## config.mk

```make
export PLATFORM = sky130hd
export DESIGN_NAME = closest_hit_collector
export DESIGN_NICKNAME = d
export VERILOG_FILES = /design/src/rtl/rt_pkg.sv /design/src/rtl/closest_hit_collector.sv
export SDC_FILE = /design/constraint.sdc
export NUM_CORES = 1
export LEC_CHECK = 0
export ABC_AREA = 1
export CAP_MARGIN = 30
export CORE_ASPECT_RATIO = 1.75
export CORE_MARGIN = 5
export CORE_UTILIZATION = 52
export CTS_BUF_LIST = sky130_fd_sc_hd__clkbuf_8 sky130_fd_sc_hd__clkbuf_16
export DETAILED_ROUTE_END_ITERATION = 6
export GPL_TIMING_DRIVEN = 0
export PLACE_DENSITY = 0.81
export SYNTH_ARGS = -nofsm -noshare
export SYNTH_HDL_FRONTEND = slang
export SYNTH_SLANG_ARGS = --single-unit
```

## constraint.sdc

```tcl
create_clock -name i_clk -period 4.1 [get_ports i_clk]
set_input_delay 1.025 -clock i_clk [delete_from_list [all_inputs] [get_ports i_clk]]
set_output_delay 1.025 -clock i_clk [all_outputs]
set_load 0.05 [all_outputs]
```

## src/rtl/rt_pkg.sv

```systemverilog
// ---------------------------------------------------------------------------------------------
// rt_pkg
//   Shared types and constants for the ray-tracing datapath.
//   - FIP_ONE / FIP_T_MAX : Q16.16 fixed-point 1.0 and the largest representable t.
//   - RT_TRI_ID_W         : default width of triangle indices and triangle counts.
//   - hit_rec_t           : one closest-hit record {hit, t, id}.
//   - chc_state_t         : closest_hit_collector FSM states.
// ---------------------------------------------------------------------------------------------
package rt_pkg;

   localparam logic signed [31:0] FIP_ONE     = 32'sh0001_0000;
   localparam logic signed [31:0] FIP_T_MAX   = 32'sh7FFF_FFFF;
   localparam int unsigned        RT_TRI_ID_W = 16;

   typedef struct packed {
      logic                   hit;
      logic signed [31:0]     t;
      logic [RT_TRI_ID_W-1:0] id;
   } hit_rec_t;

   typedef enum logic [1:0] {
      IDLE,
      COLLECT,
      DONE
   } chc_state_t;

endpackage

```

## src/rtl/closest_hit_collector.sv

```systemverilog
// ---------------------------------------------------------------------------------------------
// closest_hit_collector
//   Reduces the per-triangle intersection result stream of one ray to its closest hit: the
//   minimum t among beats with i_result=1 and the issue-order index of that triangle. The
//   record is offered downstream over a valid/ready handshake.
//
// Ports
//   i_clk        clock, all state on the rising edge
//   i_rst        asynchronous, active-high reset
//   i_start      begin a new ray (accepted only in IDLE)
//   i_num_tri    triangle count for the ray, sampled with i_start; 0 is legal
//   o_busy       high in COLLECT and DONE
//   i_valid      one intersection result present this cycle
//   i_t          Q16.16 signed t of that result
//   i_result     1 = ray hits that triangle
//   o_hit_valid  hit record valid (DONE)
//   i_hit_ready  downstream accepts the record
//   o_hit        1 = at least one triangle hit
//   o_hit_t      closest t, T_MAX when nothing was hit
//   o_hit_id     0-based index of the closest triangle, 0 when nothing was hit
//   o_err        sticky protocol-violation flag, cleared only by reset
// ---------------------------------------------------------------------------------------------
module closest_hit_collector
   import rt_pkg::*;
#(
   parameter int unsigned        TRI_ID_W = RT_TRI_ID_W,
   parameter logic signed [31:0] T_MAX    = FIP_T_MAX
) (
   input  logic                       i_clk,
   input  logic                       i_rst,
   input  logic                       i_start,
   input  logic [TRI_ID_W-1:0]        i_num_tri,
   output logic                       o_busy,
   input  logic                       i_valid,
   input  logic signed [31:0]         i_t,
   input  logic                       i_result,
   output logic                       o_hit_valid,
   input  logic                       i_hit_ready,
   output logic                       o_hit,
   output logic signed [31:0]         o_hit_t,
   output logic [TRI_ID_W-1:0]        o_hit_id,
   output logic                       o_err
);

   localparam logic [TRI_ID_W-1:0] ID_ONE = TRI_ID_W'(1);

   // Best-so-far record; width follows TRI_ID_W so the block can be built at other sizes.
   typedef struct packed {
      logic                hit;
      logic signed [31:0]  t;
      logic [TRI_ID_W-1:0] id;
   } best_rec_t;

   chc_state_t          state_q;
   logic [TRI_ID_W-1:0] count_q;
   logic [TRI_ID_W-1:0] num_tri_q;
   best_rec_t           best_q;
   logic                hit_valid_q;
   logic                err_q;

   logic beat_closer;
   logic last_beat;
   logic err_event;

   always_comb begin
      // Strict compare: a tie leaves the earlier index in place.
      beat_closer = i_result && (!best_q.hit || (i_t < best_q.t));
      last_beat   = (count_q == (num_tri_q - ID_ONE));
      // Start is only legal in IDLE, beats only in COLLECT.
      err_event   = (i_start && (state_q != IDLE)) || (i_valid && (state_q != COLLECT));
   end

   always_ff @(posedge i_clk or posedge i_rst) begin
      if (i_rst) begin
         state_q     <= IDLE;
         count_q     <= '0;
         num_tri_q   <= '0;
         best_q      <= '0;
         hit_valid_q <= 1'b0;
         err_q       <= 1'b0;
      end else begin
         if (err_event) begin
            err_q <= 1'b1;
         end

         unique case (state_q)
            IDLE: begin
               if (i_start) begin
                  num_tri_q   <= i_num_tri;
                  count_q     <= '0;
                  best_q.hit  <= 1'b0;
                  best_q.t    <= T_MAX;
                  best_q.id   <= '0;
                  if (i_num_tri == '0) begin
                     state_q     <= DONE;
                     hit_valid_q <= 1'b1;
                  end else begin
                     state_q <= COLLECT;
                  end
               end
            end

            COLLECT: begin
               if (i_valid) begin
                  if (beat_closer) begin
                     best_q.hit <= 1'b1;
                     best_q.t   <= i_t;
                     best_q.id  <= count_q;
                  end
                  count_q <= count_q + ID_ONE;
                  if (last_beat) begin
                     state_q     <= DONE;
                     hit_valid_q <= 1'b1;
                  end
               end
            end

            DONE: begin
               if (i_hit_ready) begin
                  state_q     <= IDLE;
                  hit_valid_q <= 1'b0;
               end
            end

            default: begin
               state_q     <= IDLE;
               hit_valid_q <= 1'b0;
            end
         endcase
      end
   end

   assign o_busy      = (state_q != IDLE);
   assign o_hit_valid = hit_valid_q;
   assign o_hit       = best_q.hit;
   assign o_hit_t     = best_q.t;
   assign o_hit_id    = best_q.id;
   assign o_err       = err_q;

endmodule

```

==> key figures, run 1 <==
Status
  – Outcome: complete, no violations

Floorplanning
  – Number of placed I/O pins: 106
  – Height of the chip: 143 um
  – Core outline area: 9910 sq um
  – Starting density of the core: 0.533
  – Chip width: 86.2 um
  – Full die area: 12,400 sq um
  – Number of standard-cell rows in the floorplan: 48

Timing
  – Number of pins exceeding their max-slew limit in the final report: 0
  – Final clock skew: 7.12 ps
  – Fin crit period: 3060 ps
  – Top achievable clock speed: 327 MHz
  – Final setup vio count: 0
  – Final hold violation count: 0
  – Unrepaired setup endpoints after global routing: no
  – Slew headroom: 0.620
  – Final worst path period share: 0.746
  – Worst slew pin tran: 568 ps
  – TNS Setup: 0 ps

Yosys
  – Primary FF master, synth: sky130_fd_sc_hd__dfrtp_1
  – Most area-consuming cells after synthesis: sky130_fd_sc_hd__dfrtp_1 40%, sky130_fd_sc_hd__nand2_1 13%, sky130_fd_sc_hd__ha_1 7.8%
  – Synthesized area per cell: 7.76 sq um
  – Number of enable flip-flop cells after synthesis: 0
  – Netlist Area Pre-Place: 5280 sq um
  – Largest area contributor in the synthesized netlist: sky130_fd_sc_hd__dfrtp_1
  – Fraction of registers with async set/reset: 1.00
  – Most numerous cell in the Yosys netlist: sky130_fd_sc_hd__nand2_1
  – Warnings, synthesis: 0
  – Unique masters post-synth: 38
  – Top-area cell type share of the netlist area: 0.403
  – Proportion of synthesized chip area in sequential cells: 0.403
  – Mapped Cells: 681
  – Top cells by instance count after synthesis: 184 x sky130_fd_sc_hd__nand2_1, 85 x sky130_fd_sc_hd__dfrtp_1, 76 x sky130_fd_sc_hd__inv_1, 62 x sky130_fd_sc_hd__nand3_1, 45 x sky130_fd_sc_hd__nor2_1
  – Net Count, Synth: 768
  – Total of flip-flops plus latches after synthesis: 85

CTS
  – H-tree depth reported by CTS: 3
  – Post-CTS sizing: 0
  – Clock Tree Buf Depth: 2
  – Number of post-CTS setup repair buffers: 0
  – CTS hold repair buffers: 0
  – Clock sink count: 85
  – Clock latency on the worst-skew pair: 340 ps
  – TritonCTS clock tree: done
  – Clk slew on worst S/H paths: 60 ps
  – Root Driver: sky130_fd_sc_hd__clkbuf_16
  – Cts bufs inserted: 9

Critical path
  – Data required, critical path: 4330 ps
  – Endpoint arrival time on the critical path: 3290 ps
  – Crit path capture type: register
  – Kind of start point of the critical path: input pin
  – CP Max Fanout: 10
  – WS Path Type: in2reg

Pwr
  – Tot Pwr: 5140 uW
  – Ratio of total power to cell area: 754 nW/um^2
  – Leak: 0.00338 uW
  – Maximum vdd ir drop: 535 uV

Drt
  – Detailed-route vias per instance: 5.33
  – First-pass iteration count of the detailed router: 4
  – DRC violation count after routing: 0
  – Via count of the routed design: 4,937
  – Total detailed-routing wirelength: 13,800 um
  – Initial DRC Count: 241
  – Average wire length per cell after detail routing: 14.9 um
  – Post-route ant nets: 0

Finish
  – Signed area change from the synthesized netlist to the final layout: 28.9%
  – Area occupied by multi-input gates: 2730 sq um
  – Final standard cell utilization of the core: 0.687
  – Nets@finish: 885
  – Post-Layout Cell Count: 927
  – Footprint of the flip-flops and latches: 2130 sq um
  – Fill count: 834
  – Antenna Diode Count: 0
  – Fraction of final layout cells sized beyond drive strength 1: 0.112

Global routing
  – Wire length of the first global-routing pass: 22,600 um
  – Met3 usage in global routing: 0.0373
  – Number of antenna violations at the first check in global routing: 0
  – Routing layer with the top usage in global route: met2
  – Maximum number of pins on one net before global-route repair: 62
  – Global-route track usage on met2: 0.433
  – Met1 track demand over resource: 0.248
  – GRT Overall Usage: 0.231
  – Congestion Overflow GR: 0
  – Via count of the first global-routing pass: 4,989

Placement
  – Count of input and output buffers: 105
  – Inst Count DP: 912
  – Final HPWL from detailed placement: 11,000 um
  – Routability congestion estimate: 0.915

Min path
  – Kind of path behind the tightest hold check: reg2reg

Run
  – Maxcap violations: 0
-- placed cells by master (no fill, tap or decap), types with 12 or more instances in the layout --
| cell type | instances |
|---|---|
| sky130_fd_sc_hd__nand3_2 | 12 |
| sky130_fd_sc_hd__clkdlybuf4s50_1 | 105 |
| sky130_fd_sc_hd__dfrtp_1 | 85 |
| sky130_fd_sc_hd__nand2_1 | 184 |
| sky130_fd_sc_hd__nand3_1 | 62 |
| sky130_fd_sc_hd__ha_1 | 33 |
| sky130_fd_sc_hd__nand4_1 | 22 |
| sky130_fd_sc_hd__inv_1 | 76 |
| sky130_fd_sc_hd__or2_2 | 34 |
| sky130_fd_sc_hd__nor2_1 | 45 |
| sky130_fd_sc_hd__a21oi_1 | 27 |
| sky130_fd_sc_hd__o21ai_0 | 21 |
-- flip-flops by register name, summed over array words and instances, names as in the netlist --
name         count
o_hit_t         32
count_q         16
num_tri_q       16
o_hit_id        16
state_q          2
o_err            1
o_hit            1
o_hit_valid      1
-- metrics by stage --
stage	hold WS [ps]	setup slack [ps]	area (sq um)
floorplan	472	882	5280
global placement	463	-457	6490
detailed placement	472	671	6520
CTS	494	1010	6810
global route	516	814	6810
finish	489	1040	6810
-- worst paths after layout --
check,startpoint,to,slack [ps],depth (start not counted)
worst max register to register,o_hit_t[31],o_hit_t[15],1760,14
worst min register to register,o_hit_valid,o_hit_valid,490,2
min in group asynchronous,i_rst,o_hit_t[22],1010,2
worst max-delay path,i_t[31],o_hit_t[15],1040,14
max in group asynchronous,i_rst,o_hit_t[1],2470,3
worst min-delay path,o_hit_valid,o_hit_valid,490,2
-- power breakdown --
part           leakage (uW)  internal [uW]  switching [uW]
sequential          0.00107           1130             266
combinational       0.00216           1040            1900
clock              0.000149            481             319
total               0.00338           2650            2490
-- cell families after synthesis --
kind of cell	Yosys count	share of synthesized area
adder cells (fa/ha/maj)	33	0.0782
XOR/XNOR	20	0.0358
flip-flops	85	0.403
AND/OR/NAND/NOR	385	0.346
buffers and inverters	102	0.0803
AO/OA/AOI/OAI	56	0.0568
-- layer usage --
layer / up-vias / routed length (um)
met5: - / 0
met4: 0 / 409
met3: 33 / 655
met2: 148 / 7530
met1: 2323 / 5210
li1: 2433 / -
-- worst max-delay path, cell delays in order --
cell and delay, ps:
sky130_fd_sc_hd__clkdlybuf4s50_1 440, sky130_fd_sc_hd__ha_1 370, sky130_fd_sc_hd__nand4_1 150, sky130_fd_sc_hd__inv_1 100, sky130_fd_sc_hd__nand4_1 100, sky130_fd_sc_hd__nor3_1 170, sky130_fd_sc_hd__nand2_1 100, sky130_fd_sc_hd__nand3_1 120
sky130_fd_sc_hd__nand3_4 160, sky130_fd_sc_hd__nand2_4 130, sky130_fd_sc_hd__nand2_2 70, sky130_fd_sc_hd__buf_2 200, sky130_fd_sc_hd__nand2_1 80, sky130_fd_sc_hd__nand2_1 50
-- layout make-up --
| cell class | count | share of cell area |
|---|---|---|
| Buffer | 24 | 0.0193 |
| Clock buffer | 10 | 0.0351 |
| Clock inverter | 5 | 0.00771 |
| Inverter | 78 | 0.0434 |
| Multi-Input combinational cell | 494 | 0.401 |
| Sequential cell | 85 | 0.312 |
| Tap cell | 125 | 0.0230 |
| Timing Repair Buffer | 106 | 0.158 |
Power figures use the tool's default switching activity.
==> run 2, diff against run 1 <==
- clock period: 4.1 -> 2.9 ns (I/O delays scaled with it)
==> key figures, run 2 (synthesis results as in run 1) <==
Status
  – Outcome: complete, no violations

Critical path
  – Most common cell on crit path: sky130_fd_sc_hd__nand2_1
  – Max stage delay cell, worst path: sky130_fd_sc_hd__clkdlybuf4s50_1
  – WS Path Type: in2reg
  – Data required, critical path: 3180 ps
  – Kind of start point of the critical path: input pin
  – Crit path max-delay family: simple AND/OR/NAND/NOR gates
  – Largest stage delay, worst path: 430 ps
  – Buf+Inv Stages, Crit Path: 2
  – Crit path capture type: register
  – Worst-path cell chain: clkdlybuf4s50_1 > ha_1 > a21oi_1 > nor2_1 > nor3_1 > nand2_1 > nand2_1 > nand2_1 > nand2_1 > nand3_1 > nand3_4 > nand2_4 > nand2_2 > buf_2 > nand2_1 > nand2_1
  – Endpoint arrival time on the critical path: 2960 ps
  – CP Max Fanout: 10

Drt
  – Post-route ant nets: 0
  – Via count of the routed design: 4,970
  – Detailed-route vias per instance: 5.34
  – DRC violation count after routing: 0
  – Average wire length per cell after detail routing: 15.3 um
  – Total detailed-routing wirelength: 14,300 um
  – Initial DRC Count: 245
  – First-pass iteration count of the detailed router: 5

Finish
  – Nets@finish: 887
  – Final standard cell area without fillers: 6860 sq um
  – Most frequent standard cell in the layout excluding fill and tap cells: sky130_fd_sc_hd__nand2_1
  – Area occupied by multi-input gates: 2730 sq um
  – Max reg flops: 32
  – Leading cell types in the layout, fill and taps excluded: 184 x sky130_fd_sc_hd__nand2_1, 105 x sky130_fd_sc_hd__clkdlybuf4s50_1, 85 x sky130_fd_sc_hd__dfrtp_1
  – Fill count: 810
  – Footprint of the flip-flops and latches: 2130 sq um
  – Antenna Diode Count: 0
  – Signed area change from the synthesized netlist to the final layout: 29.8%
  – Fraction of final layout cells sized beyond drive strength 1: 0.117

Global routing
  – Wire length of the first global-routing pass: 23,200 um
  – GRT Overall Usage: 0.238
  – Maximum number of pins on one net before global-route repair: 40
  – Number of antenna violations at the first check in global routing: 0
  – Via count of the first global-routing pass: 5,021
  – Congestion Overflow GR: 0

Timing
  – Final setup vio count: 0
  – Number of pins exceeding their max-slew limit in the final report: 0
  – Final worst path period share: 0.924
  – TNS Setup: 0 ps
  – Slew headroom: 0.622
  – Minimum hold slack: 493 ps
  – Final clock skew: 7.44 ps
  – Post-route worst setup slack: 220 ps
  – Fin crit period: 2680 ps
  – Unrepaired setup endpoints after global routing: no
  – Worst slew pin tran: 565 ps
  – Top achievable clock speed: 373 MHz
  – Final hold violation count: 0

CTS
  – H-tree depth reported by CTS: 3
  – Clock latency on the worst-skew pair: 340 ps
  – Root Driver: sky130_fd_sc_hd__clkbuf_16
  – Clk slew on worst S/H paths: 60 ps
  – Clock sink count: 85
  – TritonCTS clock tree: done
  – Post-CTS sizing: 0
  – Number of post-CTS setup repair buffers: 0
  – Cts bufs inserted: 9
  – CTS hold repair buffers: 0
  – Clock Tree Buf Depth: 2

Pwr
  – Pint: 3820 uW
  – Switching component of the power: 3570 uW
  – Relative contribution of combinational cells to total power: 0.566
  – Tot Pwr: 7400 uW
  – Leak: 0.00338 uW
  – Clock network fraction of design power: 0.166
  – Ratio of total power to cell area: 1080 nW/um^2
  – Sequential fraction of design power: 0.268
  – Maximum vdd ir drop: 895 uV
  – Switch share: 0.483

Placement
  – Pre-CTS worst setup slack: -214 ps
  – Total placed instance area: 6530 sq um
  – Routability congestion estimate: 0.918
  – Count of input and output buffers: 105
  – Final HPWL from detailed placement: 11,100 um

Min path
  – Kind of path behind the tightest hold check: reg2reg

Floorplanning
  – Number of placed I/O pins: 106
  – Chip width: 86.2 um
  – Starting density of the core: 0.533
  – Core outline area: 9910 sq um
  – Height of the chip: 143 um
  – Full die area: 12,400 sq um
  – Number of standard-cell rows in the floorplan: 48

Run
  – Maxcap violations: 0
run 2: cell count changes in the layout (fill, tap and decap cells not counted):
| cell | change |
|---|---|
| sky130_fd_sc_hd__buf_12 | +2 |
| sky130_fd_sc_hd__buf_16 | -1 |
| sky130_fd_sc_hd__buf_4 | +1 |
| sky130_fd_sc_hd__bufinv_16 | +1 |
| sky130_fd_sc_hd__clkbuf_8 | -1 |
| sky130_fd_sc_hd__clkinv_2 | +1 |
| sky130_fd_sc_hd__clkinv_4 | -1 |
| sky130_fd_sc_hd__clkinvlp_4 | +3 |
| sky130_fd_sc_hd__inv_1 | -1 |
| sky130_fd_sc_hd__inv_4 | -1 |
run 2: routing by layer:
| metal | up-vias | wire length (um) | global-route usage |
|---|---|---|---|
| met4 | 0 | 549 | 0.125 |
| li1 | 2442 | - | - |
| met3 | 42 | 771 | 0.0430 |
| met2 | 152 | 7710 | 0.448 |
| met5 | - | 0 | 0 |
| met1 | 2334 | 5240 | 0.244 |
run 2: through the flow:
step,std cells,util
after floorplan,681,-
after global placement,911,0.655
after detailed placement,913,0.659
after CTS,929,0.691
after global routing,930,0.692
final,930,0.692
run 2: final timing paths:
check	start	endpoint	slack (ps)	depth (start not counted)
max in group asynchronous	i_rst	o_hit_id[13]	1430	4
worst max register to register	o_hit_t[31]	o_hit_t[0]	610	14
min in group asynchronous	i_rst	o_hit_t[22]	710	2
worst max-delay path	i_t[5]	o_hit_t[0]	220	16
worst min register to register	o_hit_valid	o_hit_valid	490	2
worst min-delay path	o_hit_valid	o_hit_valid	490	2
run 2: cell type report:
cell class,instances,area share
multi-input cells,494,0.398
flip-flops and latches,85,0.310
repair buffers,108,0.160
inverters,78,0.0432
clock buffers,9,0.0328
well taps,125,0.0228
plain buffers,24,0.0192
clock inverters,7,0.0131
run 2: worst reg2reg max path, stage by stage (launching register included):
cell,delay (ps)
sky130_fd_sc_hd__dfrtp_1,390
sky130_fd_sc_hd__inv_1,70
sky130_fd_sc_hd__ha_1,350
sky130_fd_sc_hd__nand4_1,140
sky130_fd_sc_hd__inv_1,100
sky130_fd_sc_hd__nand4_1,110
sky130_fd_sc_hd__a21oi_1,170
sky130_fd_sc_hd__nor2_1,80
sky130_fd_sc_hd__nand3_1,130
sky130_fd_sc_hd__nand3_4,110
sky130_fd_sc_hd__nand2_4,110
sky130_fd_sc_hd__nand2_2,80
sky130_fd_sc_hd__buf_2,200
sky130_fd_sc_hd__nand2_1,80
sky130_fd_sc_hd__nand2_1,50
run 2: power groups by stage:
stage               clock network [uW]  logic (uW)  registers (uW)
floorplan                            0        2090            2790
global placement                     0        4040            1970
detailed placement                   0        4170            1990
CTS                               1240        4210            1970
global route                      1290        4610            2040
finish                            1230        4190            1980
